==> config.mk <==
export PLATFORM = sky130hd
export DESIGN_NAME = pool_stage
export DESIGN_NICKNAME = d
export VERILOG_FILES = /design/src/rtl/layer_pkg.sv /design/src/rtl/pool_row_buffer.sv /design/src/rtl/pool_stage.sv
export SDC_FILE = /design/constraint.sdc
export NUM_CORES = 1
export LEC_CHECK = 0
export ABC_AREA = 1
export BUFFER_PORTS_ARGS = -buffer_cell sky130_fd_sc_hd__buf_2
export CAP_MARGIN = 15
export CORE_ASPECT_RATIO = 0.7
export CORE_MARGIN = 2
export CORE_UTILIZATION = 30
export CTS_BUF_LIST = sky130_fd_sc_hd__clkbuf_16
export CTS_CLUSTER_DIAMETER = 30
export CTS_CLUSTER_SIZE = 30
export DETAILED_ROUTE_END_ITERATION = 16
export PLACE_DENSITY_LB_ADDON = 0.08
export SYNTH_ARGS = -nofsm -noshare
export SYNTH_HDL_FRONTEND = slang
export SYNTH_SLANG_ARGS = --single-unit
==> constraint.sdc <==
create_clock -name clk -period 6.54 [get_ports clk]
set_input_delay 1.308 -clock clk [delete_from_list [all_inputs] [get_ports clk]]
set_output_delay 1.308 -clock clk [all_outputs]
set_load 0.02 [all_outputs]
==> src/rtl/layer_pkg.sv <==
// Shared layer definitions: pixel width, pooling mode codes and a
// constant-evaluable ceil(log2) helper used to size counters and accumulators.
// No ports; imported by pool_stage and pool_row_buffer.
package layer_pkg;

    localparam int PXL_DW   = 9;
    localparam int POOL_MAX = 0;
    localparam int POOL_AVG = 1;

    // ceil(log2(value)); returns 0 for value <= 1.
    function automatic int clog2(input int value);
        int r;
        r = 0;
        for (int i = 0; i < 31; i++) begin
            if ((1 << i) < value) r = i + 1;
        end
        return r;
    endfunction

endpackage

==> src/rtl/pool_row_buffer.sv <==
// NP-entry accumulator array holding one partial pooling window per pooled column.
// Ports: clk/reset, combinational read port (rd_addr -> rd_data), one write port
// (wr_en, wr_addr) writing ld_data when ld is set, otherwise upd_data.
module pool_row_buffer
    import layer_pkg::*;
#(
    parameter int NP     = 14,
    parameter int AW     = PXL_DW,
    parameter int ADDR_W = 4
) (
    input  logic                     clk,
    input  logic                     reset,
    input  logic [ADDR_W-1:0]        rd_addr,
    output logic signed [AW-1:0]     rd_data,
    input  logic                     wr_en,
    input  logic [ADDR_W-1:0]        wr_addr,
    input  logic                     ld,
    input  logic signed [AW-1:0]     ld_data,
    input  logic signed [AW-1:0]     upd_data
);

    logic signed [AW-1:0] acc [NP];

    always_ff @(posedge clk or posedge reset) begin
        if (reset) begin
            for (int i = 0; i < NP; i++) acc[i] <= '0;
        end else if (wr_en) begin
            acc[wr_addr] <= ld ? ld_data : upd_data;
        end
    end

    assign rd_data = acc[rd_addr];

endmodule

==> src/rtl/pool_stage.sv <==
// Streaming KxK max/average pooling stage with optional ReLU and frame-last flag.
// Ports: clk/reset; pixel input stream (pxl_in, pxl_valid, pxl_ready); pooled output
// stream (pool_out, pool_valid, pool_ready, pool_last). One pixel per cycle, result
// registered on the edge accepting the window's last pixel; input stalls while output is held.
module pool_stage
    import layer_pkg::*;
#(
    parameter int DW    = PXL_DW,
    parameter int IMG_W = 28,
    parameter int IMG_H = 28,
    parameter int K     = 2,
    parameter int MODE  = POOL_MAX,
    parameter int RELU  = 0
) (
    input  logic                 clk,
    input  logic                 reset,
    input  logic signed [DW-1:0] pxl_in,
    input  logic                 pxl_valid,
    output logic                 pxl_ready,
    output logic signed [DW-1:0] pool_out,
    output logic                 pool_valid,
    input  logic                 pool_ready,
    output logic                 pool_last
);

    localparam int LK     = clog2(K);
    localparam int NP     = IMG_W / K;
    localparam int NH     = IMG_H / K;
    localparam int AW     = (MODE == POOL_AVG) ? DW + 2 * LK : DW;
    // Average divides by K*K, a power of two, so a floor shift is exact.
    localparam int SH     = (MODE == POOL_AVG) ? 2 * LK : 0;
    localparam int ADDR_W = (NP > 1) ? clog2(NP) : 1;
    localparam int CW_C   = clog2(IMG_W + 1);
    localparam int CW_R   = clog2(IMG_H + 1);

    logic [CW_C-1:0]      col;
    logic [CW_R-1:0]      row;
    logic                 accept;
    logic                 in_win;
    logic                 win_first;
    logic                 win_last;
    logic                 frame_last;
    logic [ADDR_W-1:0]    acc_addr;
    logic signed [AW-1:0] acc_rd;
    logic signed [AW-1:0] pxl_ext;
    logic signed [AW-1:0] comb;
    logic signed [DW-1:0] pool_res;
    logic signed [DW-1:0] relu_res;

    assign pxl_ready = !reset && (!pool_valid || pool_ready);
    assign accept    = pxl_valid && pxl_ready;

    // Trailing columns/rows that cannot complete a window are swallowed here.
    assign in_win     = (int'(col) < NP * K) && (int'(row) < NH * K);
    assign win_first  = (col[LK-1:0] == '0) && (row[LK-1:0] == '0);
    assign win_last   = (col[LK-1:0] == {LK{1'b1}}) && (row[LK-1:0] == {LK{1'b1}});
    assign frame_last = (int'(col) == NP * K - 1) && (int'(row) == NH * K - 1);
    assign acc_addr   = ADDR_W'(col >> LK);
    assign pxl_ext    = AW'(pxl_in);

    always_comb begin
        comb = acc_rd + pxl_ext;
        if (MODE == POOL_MAX) comb = (pxl_ext > acc_rd) ? pxl_ext : acc_rd;
    end

    assign pool_res = DW'(comb >>> SH);
    assign relu_res = ((RELU != 0) && pool_res[DW-1]) ? '0 : pool_res;

    pool_row_buffer #(
        .NP     (NP),
        .AW     (AW),
        .ADDR_W (ADDR_W)
    ) u_row_buffer (
        .clk      (clk),
        .reset    (reset),
        .rd_addr  (acc_addr),
        .rd_data  (acc_rd),
        .wr_en    (accept && in_win),
        .wr_addr  (acc_addr),
        .ld       (win_first),
        .ld_data  (pxl_ext),
        .upd_data (comb)
    );

    always_ff @(posedge clk or posedge reset) begin
        if (reset) begin
            col <= '0;
            row <= '0;
        end else if (accept) begin
            if (col == CW_C'(IMG_W - 1)) begin
                col <= '0;
                row <= (row == CW_R'(IMG_H - 1)) ? '0 : row + CW_R'(1);
            end else begin
                col <= col + CW_C'(1);
            end
        end
    end

    // A new result can only arrive when pxl_ready was high, so a held result
    // is never overwritten.
    always_ff @(posedge clk or posedge reset) begin
        if (reset) begin
            pool_valid <= 1'b0;
            pool_out   <= '0;
            pool_last  <= 1'b0;
        end else if (accept && in_win && win_last) begin
            pool_valid <= 1'b1;
            pool_out   <= relu_res;
            pool_last  <= frame_last;
        end else if (pool_ready) begin
            pool_valid <= 1'b0;
        end
    end

endmodule
==> impl_metrics.env <==
export IMPL_status="finished clean"
export IMPL_antenna_found_initial=0
export IMPL_grt_max_degree=95
export IMPL_grt_usage_pct=22.2
export IMPL_setup_viol=0
export IMPL_peakVddDrop_mv=0.263
export IMPL_synth_compound_area_share_pct=2.40
export IMPL_start_kind="flop"
export IMPL_core_um2=25700
export IMPL_ys_seq_area_share_pct=46.9
export IMPL_switchingPower_w=0.00215
export IMPL_powerDensity_nw_per_um2=511
export IMPL_route_detailed_drc=0
export IMPL_power_internal_w=0.00234
export IMPL_synthSimpleGateAreaFrac_pct=43.3
export IMPL_finalWirelength_mm=29.3
export IMPL_netlist_instances=1107
export IMPL_fin_crit_ns=4.77
export IMPL_combPwrFrac_pct=45.4
export IMPL_dieArea_um2=27400
export IMPL_worst_setup_hold_path_clk_slew_ns=0.06
export IMPL_reg2reg_slack_ns=1.77
export IMPL_rsz0062_at_grt="no"
export IMPL_first_global_vias=6997
export IMPL_diodes=0
export IMPL_final_common_cell="nand2_1"
export IMPL_postRouteAntennaNets=0
export IMPL_clock_power_share_pct=23.8
export IMPL_cts_tree="yes"
export IMPL_rows=49
export IMPL_crit_arrival_ns=5.09
export IMPL_r2r_end="u_row_buffer.acc[38]"
export IMPL_cts_resized=0
export IMPL_r2r_start="col[2]"
export IMPL_hp_class="flop to flop"
export IMPL_fmax_mhz=210
export IMPL_tightest_slew_ns=1.15
export IMPL_cts_made_buffers=17
export IMPL_gr_total_overflow=0
export IMPL_skew_ns=0.00959
export IMPL_holdPathEnd="u_row_buffer.acc[13]"
export IMPL_crit_top_cell="nand2_1"
export IMPL_r2r_cells=20
export IMPL_layout_drive_gt1_share_pct=9.73
export IMPL_crit_chain="buf_4 -> inv_2 -> nand2_1 -> nor2_2 -> nand2_1 -> nand2_1 -> a21oi_1 -> nand2_1 -> inv_1 -> ha_1 -> nand2_1 -> inv_1 -> a21oi_1 -> nand3_1 -> nand2_1 -> nand2_2 -> nand2_1 -> nand3_2 -> nand3_1 -> nand2_1"
export IMPL_critPathRequiredTime_ns=6.86
export IMPL_cts_root_buf="clkbuf_16"
export IMPL_io_pins=25
export IMPL_cts_sinks=147
export IMPL_hpwlAfterDp_mm=18.8
export IMPL_layout_worst_path_cycle_share_pct=72.9
export IMPL_start_util_pct=30.5
export IMPL_cts_buffer_depth=2
export IMPL_drv_slew=0
export IMPL_syn_area_per_cell_um2=7.08
export IMPL_synth_xor_area_share_pct=0
export IMPL_cts_setup_buffers=0
export IMPL_portBuffers=24
export IMPL_swShare_pct=47.9
export IMPL_firstDrtPassIters=5
export IMPL_slowest_delay_ns=0.52
export IMPL_yosys_area_share_adder_pct=1.76
export IMPL_hold_viol=0
export IMPL_pwr_share_seq_pct=30.7
export IMPL_vias=7338
export IMPL_synthDistinctLibCells=28
export IMPL_mostFrequentLayoutCells="nand2_1, dfrtp_1, nand3_1"
export IMPL_holdBufCountCts=0
export IMPL_htreeDepth=4
export IMPL_power_leakage_nw=4.82
export IMPL_area_delta_synth_final_pct=12.3
export IMPL_grt_pass1_wl_mm=44.5
export IMPL_ys_ff_latch=147
export IMPL_synth_area_um2=7840
export IMPL_synth_top_family_by_area="simple AND/OR/NAND/NOR gates"
export IMPL_crit_fanout=33
export IMPL_fin_util_pct=34.2
export IMPL_synth_nets=1131
export IMPL_end_kind="flop"
export IMPL_hold_depth=2
export IMPL_worstSetupPathType="flop to flop"
export IMPL_gp_congestion=0.810
export IMPL_max_slew_margin_rel_pct=23.0
export IMPL_drtIter0Drc=746
export IMPL_die_h_um=139
export IMPL_finalSetupTns_ns=0
export IMPL_muxShareOfSynthArea_pct=0
export IMPL_drv_cap=0
export IMPL_dieWidth_um=197
export IMPL_ys_warn_count=0
export IMPL_vias_per_cell=5.06
export IMPL_clk_latency_ns=0.44
export IMPL_min_delay_start="u_row_buffer.acc[13]"
export IMPL_wl_per_cell_um=20.2
export IMPL_cpMaxStageDelayCell="inv_2"
export IMPL_nets=1131
[power groups by stage]
stage | sequential (W) | combinational [W] | clock, W
after floorplan | 0.00139 | 0.00131 | 0
after global placement | 0.00140 | 0.00202 | 0
after detailed placement | 0.00139 | 0.00201 | 0
after CTS | 0.00138 | 0.00201 | 0.00109
after global routing | 0.00142 | 0.00223 | 0.00113
final | 0.00138 | 0.00204 | 0.00107
[flip-flops by register name, summed over array words and instances, names as in the netlist]
signal and cells:
col 5, pool_last 1, pool_out 9, pool_valid 1, row 5, u_row_buffer.acc 126
[cells by family (layout without fill, tap and decap cells)]
| group | count (synthesis) | after routing |
|---|---|---|
| AND/OR/NAND/NOR | 813 | 813 |
| AO/OA/AOI/OAI | 34 | 34 |
| adder cells (fa/ha/maj) | 11 | 11 |
| buffers and inverters | 102 | 115 |
| flip-flops | 147 | 147 |
[Yosys cell counts]
| cell | n | area, um^2 |
|---|---|---|
| a31oi_1 | 10 | 62.6 |
| inv_2 | 15 | 56.3 |
| o21ai_1 | 1 | 5.00 |
| nand3_2 | 9 | 90.1 |
| inv_1 | 37 | 139 |
| o21bai_1 | 1 | 7.51 |
| o21ai_0 | 8 | 40.0 |
| nand4_1 | 2 | 12.5 |
| or2_2 | 8 | 50.1 |
| nand4_2 | 1 | 12.5 |
| a21oi_1 | 13 | 65.1 |
| buf_1 | 17 | 63.8 |
| buf_4 | 12 | 90.1 |
| nor3b_1 | 1 | 7.51 |
| nor3_1 | 4 | 20.0 |
| nor2_2 | 17 | 106 |
| nand3_1 | 143 | 716 |
| nor2_1 | 21 | 78.8 |
| ha_1 | 11 | 138 |
| dfrtp_1 | 147 | 3680 |
| nor3_4 | 1 | 16.3 |
| nand2_2 | 2 | 12.5 |
| nand2_1 | 603 | 2260 |
| o31ai_1 | 1 | 7.51 |
| nor4_1 | 1 | 6.26 |
| clkinv_1 | 3 | 11.3 |
| clkbuf_1 | 9 | 33.8 |
| buf_2 | 9 | 45.0 |
[through the flow]
step	power, W	cell area (um^2)	cells	worst slack, ns	hold slack (ns)
final	0.00450	8800	1451	1.77	0.479
after global routing	0.00478	8800	1451	1.46	0.497
after CTS	0.00448	8800	1451	1.92	0.483
after detailed placement	0.00340	8170	1419	1.92	0.466
after global placement	0.00341	8170	1419	2.06	0.463
after floorplan	0.00270	7840	1107	1.28	0.449
[worst max-delay path by stage]
stage / depth (start not counted) / slack (ns) / startpoint / end
finish: 20 / 1.77 / col[2] / u_row_buffer.acc[38]
global route: 20 / 1.46 / col[2] / u_row_buffer.acc[2]
CTS: 20 / 1.92 / col[2] / u_row_buffer.acc[38]
detailed placement: 20 / 1.92 / col[2] / u_row_buffer.acc[38]
global placement: 20 / 2.06 / col[2] / u_row_buffer.acc[38]
floorplan: 1 / 1.28 / reset / col[0]
[per-layer routing]
layer | vias up | track usage [%] | wire, um
li1 | 3482 | - | -
met1 | 3561 | 35.5 | 15400
met2 | 272 | 28.7 | 11200
met3 | 23 | 6.08 | 2380
met4 | 0 | 5.22 | 329
met5 | - | 0 | 0
[worst max-delay path, delay by kind of cell (launching register included)]
| kind | cells | cell delay, ns |
|---|---|---|
| fa+ha+maj | 1 | 0.33 |
| simple gates | 13 | 2.82 |
| buf+inv | 4 | 0.87 |
| compound gates | 2 | 0.27 |
| flops | 1 | 0.36 |
[final cells by class]
class	count	area, um^2
Clock inverter	15	198
Inverter	55	211
Sequential cell	147	3680
Timing Repair Buffer	28	150
Fill cell	2800	16900
Tap cell	331	414
Clock buffer	17	425
Multi-Input combinational cell	858	3720
No activity file was read; power rests on OpenSTA's default activity.
